<file path="src/rtl/seq_multiplier.sv">
// Multi-cycle shift-add multiplier, one partial product per clock, unsigned or
// two's-complement per operation, with full/truncated product and overflow flag.
module seq_multiplier #(
   parameter int N = 8
) (
   input  logic           clk,
   input  logic           rst_n,
   input  logic           in_valid,
   output logic           in_ready,
   input  logic [N-1:0]   a,
   input  logic [N-1:0]   b,
   input  logic           is_signed,
   output logic           out_valid,
   output logic [2*N-1:0] p_full,
   output logic [N-1:0]   p,
   output logic           v,
   output logic [1:0]     state_dbg
);

   // Handshake: an operation is accepted on a rising edge where in_valid && in_ready;
   // in_ready is high only in IDLE, and out_valid is a one-cycle pulse in DONE.

   typedef enum logic [1:0] {IDLE = 2'd0, RUN = 2'd1, DONE = 2'd2} state_t;

   localparam int CW = $clog2(N + 1);
   localparam int IW = $clog2(N);
   localparam logic [CW-1:0] LAST = CW'(N);

   state_t           state_q, state_d;
   logic [N-1:0]     a_mag_q, b_mag_q;
   logic             neg_q, sgn_q;
   logic [2*N-1:0]   acc_q;
   logic [CW-1:0]    cnt_q;
   logic [2*N-1:0]   p_full_q;
   logic             v_q;

   logic [N-1:0]     a_neg, b_neg, a_in_mag, b_in_mag;
   logic [IW-1:0]    cnt_idx;
   logic [2*N-1:0]   part, prod;
   logic             v_calc;

   // |x| taken as an N-bit unsigned value, so the most negative operand maps to 2^(N-1)
   assign a_neg    = -a;
   assign b_neg    = -b;
   assign a_in_mag = (is_signed && a[N-1]) ? a_neg : a;
   assign b_in_mag = (is_signed && b[N-1]) ? b_neg : b;

   assign cnt_idx = cnt_q[IW-1:0];
   assign part    = b_mag_q[cnt_idx] ? ({{N{1'b0}}, a_mag_q} << cnt_q) : '0;
   assign prod    = neg_q ? -acc_q : acc_q;

   always_comb begin
      v_calc = 1'b0;
      if (sgn_q) v_calc = !((&prod[2*N-1:N-1]) || !(|prod[2*N-1:N-1]));
      else       v_calc = |prod[2*N-1:N];
   end

   always_ff @(posedge clk or negedge rst_n) begin
      if (!rst_n) state_q <= IDLE;
      else        state_q <= state_d;
   end

   always_comb begin
      state_d   = state_q;
      in_ready  = 1'b0;
      out_valid = 1'b0;
      unique case (state_q)
         IDLE: begin
            in_ready = 1'b1;
            if (in_valid) state_d = RUN;
         end
         RUN: begin
            if (cnt_q == LAST) state_d = DONE;
         end
         DONE: begin
            out_valid = 1'b1;
            state_d   = IDLE;
         end
         default: state_d = IDLE;
      endcase
   end

   // The final RUN cycle (cnt == N) applies the sign and loads the result registers
   // so they are already valid in the DONE cycle.
   always_ff @(posedge clk or negedge rst_n) begin
      if (!rst_n) begin
         a_mag_q  <= '0;
         b_mag_q  <= '0;
         neg_q    <= 1'b0;
         sgn_q    <= 1'b0;
         acc_q    <= '0;
         cnt_q    <= '0;
         p_full_q <= '0;
         v_q      <= 1'b0;
      end else begin
         unique case (state_q)
            IDLE: begin
               if (in_valid) begin
                  a_mag_q <= a_in_mag;
                  b_mag_q <= b_in_mag;
                  neg_q   <= is_signed & (a[N-1] ^ b[N-1]);
                  sgn_q   <= is_signed;
                  acc_q   <= '0;
                  cnt_q   <= '0;
               end
            end
            RUN: begin
               if (cnt_q == LAST) begin
                  p_full_q <= prod;
                  v_q      <= v_calc;
               end else begin
                  acc_q <= acc_q + part;
                  cnt_q <= cnt_q + 1'b1;
               end
            end
            DONE: cnt_q <= '0;
            default: cnt_q <= '0;
         endcase
      end
   end

   assign p_full    = p_full_q;
   assign p         = p_full_q[N-1:0];
   assign v         = v_q;
   assign state_dbg = state_q;

endmodule

</file>
<file path="config.mk">
export PLATFORM = sky130hd
export DESIGN_NAME = seq_multiplier
export DESIGN_NICKNAME = d
export VERILOG_FILES = /design/src/rtl/seq_multiplier.sv
export SDC_FILE = /design/constraint.sdc
export NUM_CORES = 1
export LEC_CHECK = 0
export ABC_CLOCK_PERIOD_IN_PS = 9450
export BUFFER_PORTS_ARGS = -buffer_cell sky130_fd_sc_hd__buf_2
export CORE_ASPECT_RATIO = 2
export CORE_UTILIZATION = 34
export DETAILED_ROUTE_END_ITERATION = 8
export GPL_ROUTABILITY_DRIVEN = 0
export GPL_TIMING_DRIVEN = 0
export HOLD_SLACK_MARGIN = 0.02
export PLACE_DENSITY = 0.55
export RECOVER_POWER = 25
export SKIP_LAST_GASP = 1
export SYNTH_ARGS = -nofsm -noshare
export SYNTH_HDL_FRONTEND = slang
export SYNTH_SLANG_ARGS = --single-unit
</file>
<file path="constraint.sdc">
create_clock -name clk -period 9.45 [get_ports clk]
set_clock_uncertainty 0.1 [all_clocks]
set_input_delay 2.835 -clock clk [delete_from_list [all_inputs] [get_ports clk]]
set_output_delay 2.835 -clock clk [all_outputs]
set_load 0.01 [all_outputs]
</file>
==> results.ini, run 1 <==
[outcome]
outcome = finished, violations left
violations = capacitance limit, slew limit

[power]
power_density_nw_per_um2 = 374
p_sw_mw = 0.840
ir_worst_vdd_mv = 0.148
seqPwrFrac_pct = 25.4
p_int_mw = 0.995
power.leakage_nw = 2.19
swShare_pct = 45.8
power.share.clock_pct = 17.9
combPwrFrac_pct = 56.7
power.total_mw = 1.83

[critical_path]
r2r_start = cnt_q[1]$_DFFE_PN0P_
worstSetupPathType = in -> async
cp-start-kind = primary input
timing.rr.end = acc_q[13]$_DFFE_PN0P_
max_stage_delay_ps = 2180
critPathCaptureType = asynchronous set/reset pin
crit_arrival_ps = 5050
reg2regPathDepth = 14
cp_top_family = buffers and inverters
required_ps = 9090
path_cells = clkbuf_1
slowest_stage = clkbuf_1
crit_buf_inv = 1
crit_fanout = 57
reg2reg_slack_ps = 4990

[clocking]
hold_buffers = 0
cts_made_buffers = 9
post_cts.repair.setup_buffers = 0
cts_root_buf = clkbuf_16
worstSkewPairLatency_ps = 340
clk_path_buf_depth = 2
cts.sinks = 57
cts_tree = done
clk_pin_slew_worst_paths_ps = 50
ctsResizeCount = 0
h-tree-depth = 3

[sta]
rsz0062_at_grt = no
hold_viol = 0
tns_ps = 0
maxClockFrequency_mhz = 185
relSlewSlack_pct = -109
setup_viol = 0
min_period_ps = 5410
worst_pin_slew_ps = 3140
fin_ws_ps = 4040
period_share_pct = 57.2
drv_slew = 58

[routing]
dr.pass1.iters = 6
drt_wl_total_mm = 11.6
drtIter0Drc = 197
top_layer = met4
met3_length_um = 259
wl_met2_mm = 6.80
drc = 0
routed-via-count = 3852
ant_nets = 0
vias_per_cell = 5.46
post_drt_wl_per_cell_um = 16.4
met1Wirelength_mm = 3.94

[floorplanning]
core-area_sq_um = 12100
core.rowCount = 57
die_area_sq_um = 12800
num_io_pins = 49
start_util_pct = 34.7
die_w_um = 80.5
die_h_um = 159

[yosys]
syn-num-nets = 537
avgSynthCellArea_sq_um = 8.44
ys_seq_area_share_pct = 34.1
synth_cell_type_count = 59
async_flop_share_pct = 100
synth_seq_cells = 57
syn_inst = 496
synth_edf_count = 0
netlist_area_sq_um = 4190
ys_dominant_reg_cell = dfrtp_1
ys_warn_count = 0

[final_layout]
utilization_pct = 40.7
fill_cells = 1260
multiInputGateArea_sq_um = 2530
area_growth_pct = 17.1
layout-drive-gt1-share_pct = 15.9
most-common-layout-cells = 66 x nand2_1, 57 x dfrtp_1, 50 x o21ai_0, 46 x buf_2, 37 x nor2_1
final_cells = 705
regArea_sq_um = 1430
fin_nets = 595
final_common_cell = nand2_1
antenna_cells = 0

[global_route]
grt_usage_pct = 19.7
grt_max_degree = 58
grt_overflow = 0
grt_pass1_vias = 3833
antenna_found_initial = 0
grt_pass1_wl_mm = 18.9

[place]
io_buffer_count = 47
post-place-cells = 690
dp_slack_ps = 4890
dp_hpwl_mm = 9.17

[job]
cap_violations = 1

[hold_path]
whs_path_depth = 2
worstHoldEndpoint = p_full[15]$_DFFE_PN0P_
hold_path.class = reg -> reg
min_from = p_full[15]$_DFFE_PN0P_

## state kept, by name (all words and copies together), names as in the netlist
register   flops
sgn_q          1
cnt_q          4
neg_q          1
b_mag_q        8
a_mag_q        8
state_dbg      2
v              1
p_full        16
acc_q         16
## worst max-delay path by stage
stage	from	slack [ps]	depth (start not counted)	endpoint
finish	rst_n	4040	1	b_mag_q[5]$_DFFE_PN0P_
global placement	in_valid	4930	6	acc_q[0]$_DFFE_PN0P_
detailed placement	in_valid	4890	6	a_mag_q[7]$_DFFE_PN0P_
global route	rst_n	3440	1	p_full[1]$_DFFE_PN0P_
CTS	cnt_q[1]$_DFFE_PN0P_	4980	14	acc_q[13]$_DFFE_PN0P_
floorplan	a[0]	5370	5	a_mag_q[7]$_DFFE_PN0P_
## per-stage QoR
stage,area (sq um),hold slack [ps]
2_1_floorplan,4190,345
3_3_place_gp,4610,357
3_5_place_dp,4610,365
4_1_cts,4900,376
5_1_grt,4900,407
6_report,4900,368
## layout make-up
| class | instances | share of cell area, % |
|---|---|---|
| timing repair buffer | 47 | 4.77 |
| buffer | 34 | 3.52 |
| inverter | 14 | 1.07 |
| sequential | 57 | 29.1 |
| clock inverter | 3 | 0.817 |
| clock buffer | 12 | 5.23 |
| multi-input combinational | 391 | 51.7 |
| tap | 147 | 3.75 |
## layer usage
| metal | vias up | GRT usage (%) |
|---|---|---|
| met2 | 97 | 37.4 |
| met1 | 1817 | 18.9 |
| met4 | 0 | 12.4 |
| met3 | 39 | 2.64 |
| li1 | 1899 | - |
| met5 | - | 0 |
## power by group through the flow
stage / sequential, mW / combinational (mW) / clock (mW)
3_3_place_gp: 0.466 / 1.02 / 0
4_1_cts: 0.467 / 1.04 / 0.335
2_1_floorplan: 0.461 / 0.753 / 0
6_report: 0.467 / 1.04 / 0.328
5_1_grt: 0.485 / 1.16 / 0.343
3_5_place_dp: 0.472 / 1.04 / 0
## cells in the mapped netlist (3+ instances only)
master    count  area share, %
o31ai_1       6            1.1
mux2_2        3           0.81
ha_1         20            6.0
nor3_1       10            1.2
a311oi_1      3           0.63
xnor2_1      20            4.2
mux2i_1      16            3.8
a21o_1        4           0.72
o22ai_1       3           0.45
or3_1         5           0.75
a21oi_1      21            2.5
nor2_1       37            3.3
o21ai_0      50            6.0
dfrtp_1      57             34
and2_1        3           0.45
and3_1        4           0.60
buf_4        10            1.8
nand4_1       5           0.75
a211oi_1      4           0.72
nand2_1      66            5.9
xor2_1       14            2.9
mux4_2        3            1.6
a211o_1       3           0.63
a41oi_1       3           0.63
nor2b_1       9            1.3
nand2b_1      3           0.45
a31oi_1       9            1.3
nand3_1      31            3.7
clkbuf_1     23            2.1
or2_2         3           0.45
inv_1        13            1.2
## cells by family (layout without fill, tap and decap cells)
logic type | Yosys count | count (layout) | share of synthesized area, %
AND/OR/NAND/NOR | 189 | 189 | 21.8
AO/OA/AOI/OAI | 124 | 124 | 18.7
multiplexers | 23 | 23 | 6.51
flip-flops | 57 | 57 | 34.1
buffers and inverters | 48 | 110 | 5.38
adder cells (fa/ha/maj) | 21 | 21 | 6.46
XOR/XNOR | 34 | 34 | 7.11
No activity file was read; power rests on OpenSTA's default activity.
==> run 2, diff against run 1 <==
- ABC_AREA: not set -> 1
- ABC_CLOCK_PERIOD_IN_PS: 9450 -> 5600
- clock period: 9.45 -> 5.6 ns (I/O delays scaled with it)
==> run 2 against run 1 <==
The flow now finishes without violations. Combinational power up 79%. Die area grew 2.0%. Final area is 0.84% higher. Setup slack lost 1800 ps. Sequential power rose by 64%. Hold slack worse by 1.0 ps. First-iteration DRC count down 17%. Via count up 7.5%. Cell count is 16% higher. Register-to-register slack got worse by 2700 ps. Largest cell class unchanged. Highest routed layer unchanged.
==> results.ini, run 2 <==
[routing]
routed-via-count = 4142
drtIter0Drc = 163
post_drt_wl_per_cell_um = 14.3
drt_wl_total_mm = 11.7
ant_nets = 0
dr.pass1.iters = 6
vias_per_cell = 5.08
drc = 0

[sta]
relSlewSlack_pct = 50.6
hold_viol = 0
maxClockFrequency_mhz = 299
whs_ps = 367
worst_pin_slew_ps = 740
setup_viol = 0
drv_slew = 0
min_period_ps = 3350
rsz0062_at_grt = no
tns_ps = 0
period_share_pct = 59.8

[yosys]
synth_top_cell_by_area = dfrtp_1
ys_dominant_reg_cell = dfrtp_1
syn-num-nets = 647
synth-adder-area-share_pct = 6.33
ys_warn_count = 0
async_flop_share_pct = 100
synth_seq_cells = 57
ys_seq_area_share_pct = 33.4
syn_inst = 606
synth_edf_count = 0
synth_top_area_share_pct = 33.4
synthTopCellsByCount = 142 x nand2_1, 70 x inv_1, 57 x dfrtp_1
synth_simple_gate_area_share_pct = 28.0
yosysMostFrequentCell = nand2_1
netlist_area_sq_um = 4270
synth_top_family_by_area = simple AND/OR/NAND/NOR gates
synthMuxAreaShare_pct = 0
synth.area.top_cells = dfrtp_1 33%, nand2_1 12%, o21ai_0 6.4%
avgSynthCellArea_sq_um = 7.05
synthXorXnorAreaFrac_pct = 4.51
synth_compound_area_share_pct = 16.9
synth_cell_type_count = 41

[critical_path]
worstSetupPathType = reg -> reg
required_ps = 5720
crit_buf_inv = 2
cpMostUsedCell = o21ai_0
cp-start-kind = flop
max_stage_delay_ps = 490
crit_arrival_ps = 3460
critPathCaptureType = flop
path_cells = inv_1, clkbuf_1, o21ai_0, nand2_1, o21ai_0, o21ai_0, ha_1, a21o_1, a31oi_1, o21ai_0, a21oi_1, nand3_1, nand3_1, nand2_1
slowest_stage = dfrtp_1
cp_top_family = compound AO/OA/AOI/OAI gates
crit_fanout = 10

[clocking]
hold_buffers = 0
cts_made_buffers = 9
worstSkewPairLatency_ps = 330
ctsResizeCount = 0
clk_pin_slew_worst_paths_ps = 50
post_cts.repair.setup_buffers = 0
cts.sinks = 57
cts_root_buf = clkbuf_16
clk_path_buf_depth = 2
h-tree-depth = 3
cts_tree = done

[place]
io_buffer_count = 48
dp_hpwl_mm = 9.46

[floorplanning]
die_h_um = 161
num_io_pins = 49
die_w_um = 81.3
start_util_pct = 35.0
core.rowCount = 57
core-area_sq_um = 12200
die_area_sq_um = 13000

[power]
p_int_mw = 1.59
p_sw_mw = 1.53
swShare_pct = 49.1
power.share.clock_pct = 15.9
combPwrFrac_pct = 59.6
power_density_nw_per_um2 = 632
power.total_mw = 3.13
power.leakage_nw = 2.55
ir_worst_vdd_mv = 0.256
seqPwrFrac_pct = 24.5

[global_route]
grt_max_degree = 58
antenna_found_initial = 0
grt_overflow = 0
grt_pass1_vias = 4191
grt_usage_pct = 19.4
grt_pass1_wl_mm = 19.3

[job]
cap_violations = 0

[final_layout]
area_growth_pct = 15.7
layout-drive-gt1-share_pct = 16.0
antenna_cells = 0
fin_nets = 706
most-common-layout-cells = 142 x nand2_1, 71 x inv_1, 57 x o21ai_0, 57 x dfrtp_1, 56 x nor2_1
final_common_cell = nand2_1

[hold_path]
hold_path.class = reg -> reg

[outcome]
outcome = completed

## run 2: cell types whose count changed after synthesis, moves of 13 or more
cell      before  now
nor2_1        37   55
nand2_1       66  142
xnor2_1       20    7
clkbuf_1      23    3
nand3_1       31   44
inv_1         13   70
mux2i_1       16    0
## run 2: cell families after synthesis
group / count (synthesis)
AOI/OAI and AO/OA: 129
DFF: 57
adders and majority gates: 21
xor gates and xnor gates: 22
and+or+nand+nor: 277
buffers and inverters: 100
## run 2: worst paths after layout
check | start | endpoint | slack [ps] | depth (start not counted)
max reg2reg | cnt_q[1]$_DFFE_PN0P_ | acc_q[15]$_DFFE_PN0P_ | 2250 | 14
min | v$_DFFE_PN0P_ | v$_DFFE_PN0P_ | 370 | 2
min in group asynchronous | rst_n | state_dbg[1]$_DFFE_PN0P_ | 1320 | 1
min reg2reg | v$_DFFE_PN0P_ | v$_DFFE_PN0P_ | 370 | 2
max | cnt_q[1]$_DFFE_PN0P_ | acc_q[15]$_DFFE_PN0P_ | 2250 | 14
max in group asynchronous | rst_n | acc_q[13]$_DFFE_PN0P_ | 3590 | 1
## run 2: metrics by stage
stage          utilization (%)  instances  area [sq um]  worst slack (ps)
6_report                  40.5        816          4940              2250
4_1_cts                   40.7        816          4960              2420
3_3_place_gp              38.5        801          4700              2470
5_1_grt                   40.5        816          4940              1990
3_5_place_dp              38.5        801          4700              2440
2_1_floorplan                -        606          4270              2930
## run 2: cell type report
type | count | area [sq um]
clock inverters | 3 | 17.5
fillers | 1297 | 7250
well taps | 147 | 184
plain buffers | 25 | 160
inverters | 75 | 285
flip-flops and latches | 57 | 1430
clock buffers | 12 | 246
multi-input cells | 449 | 2380
repair buffers | 48 | 243
## run 2: power groups by stage
| stage | Sequential (mW) | Combinational, mW | Clock, mW |
|---|---|---|---|
| after floorplan | 0.766 | 1.37 | 0 |
| after global placement | 0.765 | 1.85 | 0 |
| after detailed placement | 0.774 | 1.87 | 0 |
| after CTS | 0.768 | 1.88 | 0.511 |
| after global routing | 0.792 | 2.13 | 0.524 |
| final | 0.766 | 1.86 | 0.497 |
## run 2: metal layers
metal	vias to the layer above	GRT usage, %	share of wire (%)
met3	30	3.01	2.7
li1	2110	-	-
met4	0	10.1	3.9
met2	107	38.7	58
met1	1895	17.6	35
met5	-	0	0
## run 2: tightest hold or removal path: cells and delay by family, from the launching register on
family / cells / cell delay (ps)
DFF: 1 / 330
and+or+nand+nor: 2 / 100
